==> src/rtl/rr_encoder4_2.sv <==
// rr_encoder4_2
// Round-robin request encoder. Four request lines compete for a single
// register-file write port. The winning index is offered on reg_no with a
// valid/out_ready handshake. After acceptance, a one-cycle one-hot grant goes
// back to the winner.
//
// Ports:
//   clk        system clock, rising edge
//   rst_n      asynchronous active-low reset
//   req[3:0]   request lines; requester i holds bit i until it sees grant[i]
//   out_ready  downstream accepts reg_no while valid is high
//   valid      reg_no holds a selected request index
//   reg_no     encoded index of the selected requester
//   grant      one-hot acknowledge, high for exactly one cycle
//   busy       high whenever the encoder is not idle
//
// Each grant takes three cycles: IDLE (scan), OFFER (handshake) and ACK (grant).

module rr_encoder4_2 #(
    parameter logic [1:0] RESET_PTR = 2'd3
) (
    input  logic       clk,
    input  logic       rst_n,
    input  logic [3:0] req,
    input  logic       out_ready,
    output logic       valid,
    output logic [1:0] reg_no,
    output logic [3:0] grant,
    output logic       busy
);

    typedef enum logic [1:0] {
        IDLE  = 2'd0,
        OFFER = 2'd1,
        ACK   = 2'd2
    } state_t;

    state_t     state;
    logic [1:0] last_ptr;
    logic [1:0] winner;

    // Find the first set request, scanning upward from last_ptr+1 and
    // wrapping 3->0. The last probe lands on last_ptr itself, so a lone
    // requester wins again. The 2-bit index arithmetic wraps naturally.
    function automatic logic [1:0] rr_pick(input logic [3:0] r,
                                           input logic [1:0] last);
        logic [1:0] idx;
        logic [1:0] win;
        logic       found;
        win   = last + 2'd1;
        found = 1'b0;
        for (int k = 1; k <= 4; k++) begin
            idx = last + 2'(k);
            if (!found && r[idx]) begin
                win   = idx;
                found = 1'b1;
            end
        end
        return win;
    endfunction

    function automatic logic [3:0] onehot(input logic [1:0] i);
        return 4'b0001 << i;
    endfunction

    always_comb begin
        winner = rr_pick(req, last_ptr);
    end

    always_ff @(posedge clk or negedge rst_n) begin
        if (!rst_n) begin
            state    <= IDLE;
            valid    <= 1'b0;
            reg_no   <= 2'b00;
            grant    <= 4'b0000;
            busy     <= 1'b0;
            last_ptr <= RESET_PTR;
        end else begin
            case (state)
                IDLE: begin
                    grant <= 4'b0000;
                    if (req != 4'b0000) begin
                        state  <= OFFER;
                        valid  <= 1'b1;
                        reg_no <= winner;
                        busy   <= 1'b1;
                    end else begin
                        valid <= 1'b0;
                        busy  <= 1'b0;
                    end
                end
                OFFER: begin
                    // reg_no stays frozen and req is ignored until acceptance.
                    // A winner that drops its request is still offered.
                    if (out_ready) begin
                        state    <= ACK;
                        valid    <= 1'b0;
                        grant    <= onehot(reg_no);
                        last_ptr <= reg_no;
                    end
                end
                ACK: begin
                    // req is not looked at here. This gives the granted
                    // requester one cycle to drop its bit before the next scan.
                    state <= IDLE;
                    grant <= 4'b0000;
                    busy  <= 1'b0;
                end
                default: begin
                    state <= IDLE;
                    valid <= 1'b0;
                    grant <= 4'b0000;
                    busy  <= 1'b0;
                end
            endcase
        end
    end

endmodule

==> config.mk <==
export PLATFORM = sky130hd
export DESIGN_NAME = rr_encoder4_2
export DESIGN_NICKNAME = d
export VERILOG_FILES = /design/src/rtl/rr_encoder4_2.sv
export SDC_FILE = /design/constraint.sdc
export NUM_CORES = 1
export LEC_CHECK = 0
export BUFFER_PORTS_ARGS = -buffer_cell sky130_fd_sc_hd__clkbuf_2
export CAP_MARGIN = 25
export CORE_AREA = 2 2 39 41
export CTS_BUF_LIST = sky130_fd_sc_hd__clkbuf_2
export DETAILED_ROUTE_END_ITERATION = 10
export DIE_AREA = 0 0 41 43
export PLACE_DENSITY = 0.71
export RECOVER_POWER = 50
export SLEW_MARGIN = 20
export SYNTH_ARGS = -nofsm -noshare
export SYNTH_HDL_FRONTEND = slang
export SYNTH_SLANG_ARGS = --single-unit
==> constraint.sdc <==
create_clock -name clk -period 2.8 [get_ports clk]
set_input_delay 0.14 -clock clk [delete_from_list [all_inputs] [get_ports clk]]
set_output_delay 0.14 -clock clk [all_outputs]
set_load 0.1 [all_outputs]
==> run metrics, run 1 <==
outcome finished, final reports clean; Least-Margin Pin Slew 669 ps; GRT met2 Usage about a quarter; H-Tree Depth 1; crit start category flop; met3 global-route usage 4.71%; Final nets 87; Critical-path top delay cell clkbuf_2; endpoints failing hold 0; Most used DFF post-synth dfrtp_1; CTS buffer count 3; Setup Fix Bufs, Post-CTS 0; Setup CP Type reg2out; Reg2Reg Setup Slack 1500 ps; CTS tree yes; first-pass GRT wire length just over 2000 µm; Post-Place Cells 90; layout cells sized above 1 31.6%; CP bufs+invs 1; Skew-Pair Late Insertion Delay 250 ps; crit path to reg_no[1]; worst hold path type in2reg; post-CTS sizing 0; via count 505; gr usage total 17.6%; crit path cell chain clkbuf_2; Relative slew margins 55.4%; unrepaired setup endpoints after global routing false; Crit path max-delay family buffers and inverters; commonest non-fill, non-tap cell in the layout clkbuf_2; DR WL/cell approximately 12 µm; starting density of the core between 40% and 50%; Finish-stage setup viols 0; Syn. warnings 0; crit path capture type primary output; die outline width 41 µm; post-route minimum period 1360 ps; global route overflow 0; hold bufs inserted after CTS 1; Bufs on Longest Clock Path 2; commonest cells after routing, fill and taps aside clkbuf_2 (16), dfrtp_1 (10), nand2b_1 (6), a21oi_1 (6), o21ai_0 (5); Place WS 1530 ps; core area between 0.001 and 0.0015 mm²; Setup Skew between 6 and 7 ps; area delta synth->final 18.7%; Setup WS post-layout 1440 ps; number of clock sinks 12; RR Startpoint last_ptr[0]; clock root cell clkbuf_2; setup_tns 0 ps; r2r endpoint reg_no[1]; antenna viol nets, final 0; Synth Instances between 60 and 70; WP data arrival 1220 ps; Initial DRT Pass Iterations 4; initial antenna violation count 0; Max Freq approximately 0.74 GHz; Max Transition Viols Final 0; port bufs 14; met1 GRT Util 22.2%; Finished Layout Cells 95; # diodes 0; post-DR vias/cell roughly 5.3; Crit path largest cell delay 500 ps; syn_area_per_cell 9.87 µm²; Total Wirelength roughly 1200 µm; fin util between 50% and 60%; Rows 14; DRC violations left 0; I/O pin cnt 15; CP max FO 7; die area roughly 0.0018 mm²; vias in the first global route 499; Cell variety after synth 24; R2R cell count 4; post-DP HPWL 904 µm; Syn Std Cell Area 602 µm²; Critical Path Start reg_no[1]; GRT busiest layer met2; Final period util 48.4%; number of flops mapped to enable cells by yosys 0; largest net degree at the start of global routing 13; Die Y around 43 µm; CP Depth 1; max capacitance violation total 0; Final Wtd Congestion 0.792; ys async rst share 100%; register bit total from synthesis 12; WP data required 2660 ps; initial DRC count 6; clk slew on worst S/H paths 110 ps; sequential share of the synthesized area 50.3%; Post-Syn Nets 68
-- flip-flops by register name (all words and copies together), names as in the netlist --
signal / count
last_ptr: 2
reg_no: 2
grant: 4
valid: 1
state: 2
busy: 1
-- per-stage QoR --
stage / hold WS, ps / area [µm²]
5_1_grt: 241 / 714
4_1_cts: 222 / 716
6_report: 239 / 714
3_5_place_dp: 47.0 / 687
3_3_place_gp: 36.3 / 687
2_1_floorplan: -156 / 602
-- how the worst min path moves through the flow --
stage,from,to,slack (ps),cells past startpoint
floorplan,rst_n,busy,-160,0
global placement,rst_n,valid,40,1
detailed placement,rst_n,valid,50,1
CTS,out_ready,state[0],220,2
global route,req[2],reg_no[0],240,3
finish,out_ready,state[0],240,2
-- area by class of cell --
| type | count | area [µm²] |
|---|---|---|
| timing repair buffer | 15 | 78.8 |
| clock buffer | 3 | 15.0 |
| sequential | 12 | 303 |
| fill | 133 | 669 |
| multi-input combinational | 44 | 279 |
| tap | 16 | 20.0 |
| clock inverter | 1 | 3.75 |
| inverter | 4 | 15.0 |
-- cells by family after synthesis --
group | Yosys count | share of synthesized area (%)
simple gates | 23 | 21.4
compound gates | 17 | 17.7
flops | 12 | 50.3
buf+inv | 5 | 3.32
mux | 4 | 7.28
-- cells in the mapped netlist (2+ instances only) --
| cell | number | area share, % |
|---|---|---|
| a21oi_1 | 6 | 5.0 |
| nand3b_1 | 3 | 3.7 |
| inv_1 | 3 | 1.9 |
| dfrtp_1 | 10 | 42 |
| nand2_1 | 4 | 2.5 |
| nor2b_1 | 2 | 2.1 |
| mux2_2 | 3 | 5.6 |
| nand2b_1 | 6 | 6.2 |
| dfstp_2 | 2 | 8.7 |
| o21ai_0 | 5 | 4.2 |
| nor2_1 | 4 | 2.5 |
-- metal layers --
| layer | part of all wire (%) | wire, µm |
|---|---|---|
| met5 | 0 | 0 |
| met2 | 48 | 566 |
| met4 | 1.2 | 14 |
| met1 | 47 | 550 |
| met3 | 3.8 | 45 |
Power of run 1 is left out: the tool's default activity adds up to more than one toggle a clock period on the data nets, which glitch-free logic cannot reach.
==> run 2, diff against run 1 <==
Settings changed: PLACE_DENSITY 0.71 to 0.74.
Clock period 2.8 ns to 1.13 ns, I/O delays scaled along.
==> run metrics, run 2 (synthesis gave the netlist of run 1 again) <==
outcome finished with violations (was finished, final reports clean); failing checks setup timing; Top reg by flops grant (unchanged); worst hold path type in2reg (unchanged); Crit path largest cell delay 580 ps (was 500 ps); Hold Startpoint out_ready (unchanged); first-pass GRT wire length 2100 µm (was 2050 µm); core area 0.00138 mm² (unchanged); initial antenna violation count 0 (unchanged); global route overflow 0 (unchanged); vias in the first global route 497 (was 499); port bufs 14 (unchanged); Critical-path top delay cell dfstp_2 (was clkbuf_2); gr usage total 19.0% (was 17.6%); Final Wtd Congestion 0.872 (was 0.792); Total Wirelength 1350 µm (was 1180 µm); Bufs on Longest Clock Path 2 (unchanged); R2R cell count 4 (unchanged); commonest cells after routing, fill and taps aside clkbuf_2 (9), dfrtp_2 (8), buf_12 (8), nand2b_1 (6) (was clkbuf_2 (16), dfrtp_1 (10), nand2b_1 (6), a21oi_1 (6), o21ai_0 (5)); Setup Skew 8.52 ps (was 6.01 ps); antenna viol nets, final 0 (unchanged); Reg2Reg Setup Slack -110 ps (was 1500 ps); fillers 105 (was 133); post-DP HPWL 914 µm (was 904 µm); DRC violations left 0 (unchanged); commonest non-fill, non-tap cell in the layout clkbuf_2 (unchanged); crit start category flop (unchanged); unrepaired setup endpoints after global routing true (was false); post-DR vias/cell 5.35 (was 5.32); hold_ws 124 ps (was 239 ps); DR WL/cell 13.8 µm (was 12.4 µm); clock root cell clkbuf_2 (unchanged); setup_tns -115 ps (was 0 ps); Place WS -118 ps (was 1530 ps); post-route minimum period 1240 ps; Skew-Pair Late Insertion Delay 280 ps (was 250 ps); number of clock sinks 12 (unchanged); endpoints failing hold 0 (unchanged); CP bufs+invs 1 (unchanged); layout cells sized above 1 51.2% (was 31.6%); WHS Path Cells 2 (unchanged); Max Freq 0.805 GHz; r2r endpoint reg_no[1] (unchanged); Finish-stage setup viols 2 (was 0); Final nets 90 (was 87); max capacitance violation total 0 (unchanged); CP max FO 4 (was 7); crit path capture type flop (was primary output); WP data arrival 1470 ps (was 1220 ps); clk slew on worst S/H paths 120 ps (was 110 ps); # diodes 0 (unchanged); CTS tree yes (unchanged); H-Tree Depth 1 (unchanged); RR Startpoint last_ptr[0] (unchanged); area delta synth->final 47.0% (was 18.7%); Hold Path End state[0] (unchanged); max FFs per register 4 (unchanged); WP data required 1360 ps (was 2660 ps); Crit path max-delay family flip-flops (was buffers and inverters); Max Transition Viols Final 0 (unchanged); I/O pin cnt 15 (unchanged); Final period util 110%; CTS buffer count 3 (unchanged); starting density of the core 43.5% (unchanged); Initial DRT Pass Iterations 4 (unchanged); Die Y 43 µm (unchanged); Setup WS post-layout -112 ps (was 1440 ps); Post-Place Cells 91 (was 90); Setup CP Type reg2reg (was reg2out); Finished Layout Cells 98 (was 95); Rows 14 (unchanged); die outline width 41 µm (unchanged); largest net degree at the start of global routing 13 (unchanged); die area 0.00176 mm² (unchanged); initial DRC count 13 (was 6); crit path cell chain inv_2 > mux2_2 > a31oi_1 > a22o_1 (was clkbuf_2); Relative slew margins 57.1% (was 55.4%); via count 524 (was 505); Least-Margin Pin Slew 644 ps (was 669 ps)
## run 2: cell types whose count changed in the layout (fill, tap and decap cells not counted), sizes merged
cell | previous run | this run
clkbuf | 17 | 10
buf | 0 | 11
clkinv | 1 | 0
## run 2: layout make-up
cell class	instances	area [µm²]	share of cell area, %
inverter	4	15.0	1.70
timing repair buffer	18	221	25.0
tap	16	20.0	2.26
multi-input combinational	44	295	33.4
sequential	12	313	35.4
clock buffer	4	20.0	2.26
## run 2: how the worst max path moves through the flow
| stage | start | to | slack (ps) | depth (start not counted) |
|---|---|---|---|---|
| 4_1_cts | last_ptr[1] | reg_no[1] | -90 | 4 |
| 3_5_place_dp | last_ptr[1] | reg_no[1] | -120 | 4 |
| 6_report | last_ptr[0] | reg_no[1] | -110 | 4 |
| 3_3_place_gp | last_ptr[1] | reg_no[1] | -60 | 4 |
| 2_1_floorplan | last_ptr[0] | reg_no[1] | -30 | 4 |
| 5_1_grt | last_ptr[0] | reg_no[1] | -150 | 4 |
## run 2: timing repair
action	4_1_cts	5_1_grt
endpoints found under the setup margin	2	2
gates cloned	0	0
pin swaps	4	2
gates resized for setup	1	6
hold buffers	1	0
hold endpoints to repair	12	0
setup buffers	1	1
## run 2: per-stage QoR
step	area, µm²	util (%)
final	885	63.9
after global routing	885	63.9
after floorplan	612	-
after global placement	825	59.6
after CTS	866	62.6
after detailed placement	825	59.6
## run 2: per-layer routing
metal  share of wire [%]  global-route usage, %  vias up
met4                 2.4                   14.0        0
met3                 6.5                   7.85        6
met2                  50                   25.9       20
met1                  41                   22.8      243
li1                    -                      -      255
met5                   0                      0        -
Power of run 2 is left out for the same reason.
==> run 3, diff against run 2 <==
Settings changed: SKIP_CTS_REPAIR_TIMING from default to 1.
==> run metrics, run 3 (synthesis gave the netlist of run 1 again) <==
Final nets 89 (was 90); Initial DRT Pass Iterations 4 (unchanged); antenna viol nets, final 0 (unchanged); largest net degree at the start of global routing 13 (unchanged); max FFs per register 4 (unchanged); WHS Path Cells 3 (was 2); clk slew on worst S/H paths 120 ps (about the same); Top reg by flops grant (unchanged); Max Transition Viols Final 0 (unchanged); crit start category flop (unchanged); port bufs 14 (unchanged); RR Startpoint last_ptr[0] (unchanged); CTS tree yes (unchanged); commonest cells after routing, fill and taps aside clkbuf_2 (9), dfrtp_2 (8), buf_12 (8), nand2b_1 (6), a21oi_1 (5) (was clkbuf_2 (9), dfrtp_2 (8), buf_12 (8), nand2b_1 (6)); vias in the first global route 486 (was 497); Max Freq 0.787 GHz (was 0.805 GHz); die outline width 41 µm (unchanged); first-pass GRT wire length 2090 µm (was 2100 µm); # diodes 0 (unchanged); layout cells sized above 1 46.9% (was 51.2%); Post-Place Cells 91 (unchanged); starting density of the core 43.5% (unchanged); Setup Skew 14.6 ps (was 8.52 ps); crit path capture type flop (unchanged); DRC violations left 0 (unchanged); post-DP HPWL 914 µm (unchanged); R2R cell count 4 (unchanged); H-Tree Depth 1 (unchanged); gr usage total 18.9% (was 19.0%); setup_tns -175 ps (was -115 ps); Relative slew margins 57.4% (was 57.1%); Finished Layout Cells 97 (was 98); post-route minimum period 1270 ps (was 1240 ps); Die Y 43 µm (unchanged); Skew-Pair Late Insertion Delay 280 ps (about the same); DR WL/cell 13.7 µm (was 13.8 µm); die area 0.00176 mm² (unchanged); clock root cell clkbuf_2 (unchanged); fillers 105 (unchanged); Final period util 112% (was 110%); failing checks setup timing (unchanged); Critical Path Start last_ptr[0] (unchanged); unrepaired setup endpoints after global routing true (unchanged); Least-Margin Pin Slew 640 ps (was 644 ps); initial DRC count 19 (was 13); core area 0.00138 mm² (unchanged); max capacitance violation total 0 (unchanged); Setup WS post-layout -140 ps (was -112 ps); area delta synth->final 44.7% (was 47.0%); WP data arrival 1500 ps (was 1470 ps); number of clock sinks 12 (unchanged); commonest non-fill, non-tap cell in the layout clkbuf_2 (unchanged); Total Wirelength 1330 µm (was 1350 µm); CTS buffer count 3 (unchanged); Hold Startpoint out_ready (unchanged); Bufs on Longest Clock Path 2 (unchanged); post-DR vias/cell 5.43 (was 5.35); initial antenna violation count 0 (unchanged); Finish-stage setup viols 2 (unchanged); endpoints failing hold 0 (unchanged); global route overflow 0 (unchanged); I/O pin cnt 15 (unchanged); hold_ws 127 ps (was 124 ps); Setup CP Type reg2reg (unchanged); Rows 14 (unchanged); worst hold path type in2reg (unchanged); WP data required 1360 ps (about the same); via count 527 (was 524); Final Wtd Congestion 0.872 (unchanged); CP max FO 5 (was 4); outcome finished with violations (unchanged)
-- run 3: cell type report --
class | count | area (µm²) | area share (%)
repair buffers | 17 | 214 | 24.6
multi-input cells | 44 | 289 | 33.2
inverters | 4 | 15.0 | 1.72
clock buffers | 4 | 20.0 | 2.30
well taps | 16 | 20.0 | 2.30
flip-flops and latches | 12 | 313 | 35.9
-- run 3: worst max-delay path: stages (launching register included) --
cell and delay [ps]:
dfstp_2 590, inv_2 60, or3_1 310, o211ai_1 110, a22o_1 140
-- run 3: worst paths after layout --
kind,slack (ps),to
max in group asynchronous,380,grant[1]
worst max register to register,-140,reg_no[1]
min in group asynchronous,290,reg_no[1]
worst min-delay path,130,grant[3]
worst max-delay path,-140,reg_no[1]
worst min register to register,530,valid
-- run 3: routing by layer --
layer	share of wire, %	vias to the layer above	wire, µm	track usage (%)
li1	-	253	-	-
met1	40	243	537	22.9
met2	49	24	648	25.3
met3	6.8	7	90	8.38
met4	4.1	0	55	14.0
met5	0	-	0	0
-- run 3: metrics by stage --
stage / area (µm²) / util, % / setup slack (ps)
floorplan: 612 / - / -33.6
global placement: 825 / 59.6 / -62.7
detailed placement: 825 / 59.6 / -118
CTS: 845 / 61.0 / -125
global route: 871 / 62.9 / -170
finish: 871 / 62.9 / -140
Power of run 3 is left out for the same reason.
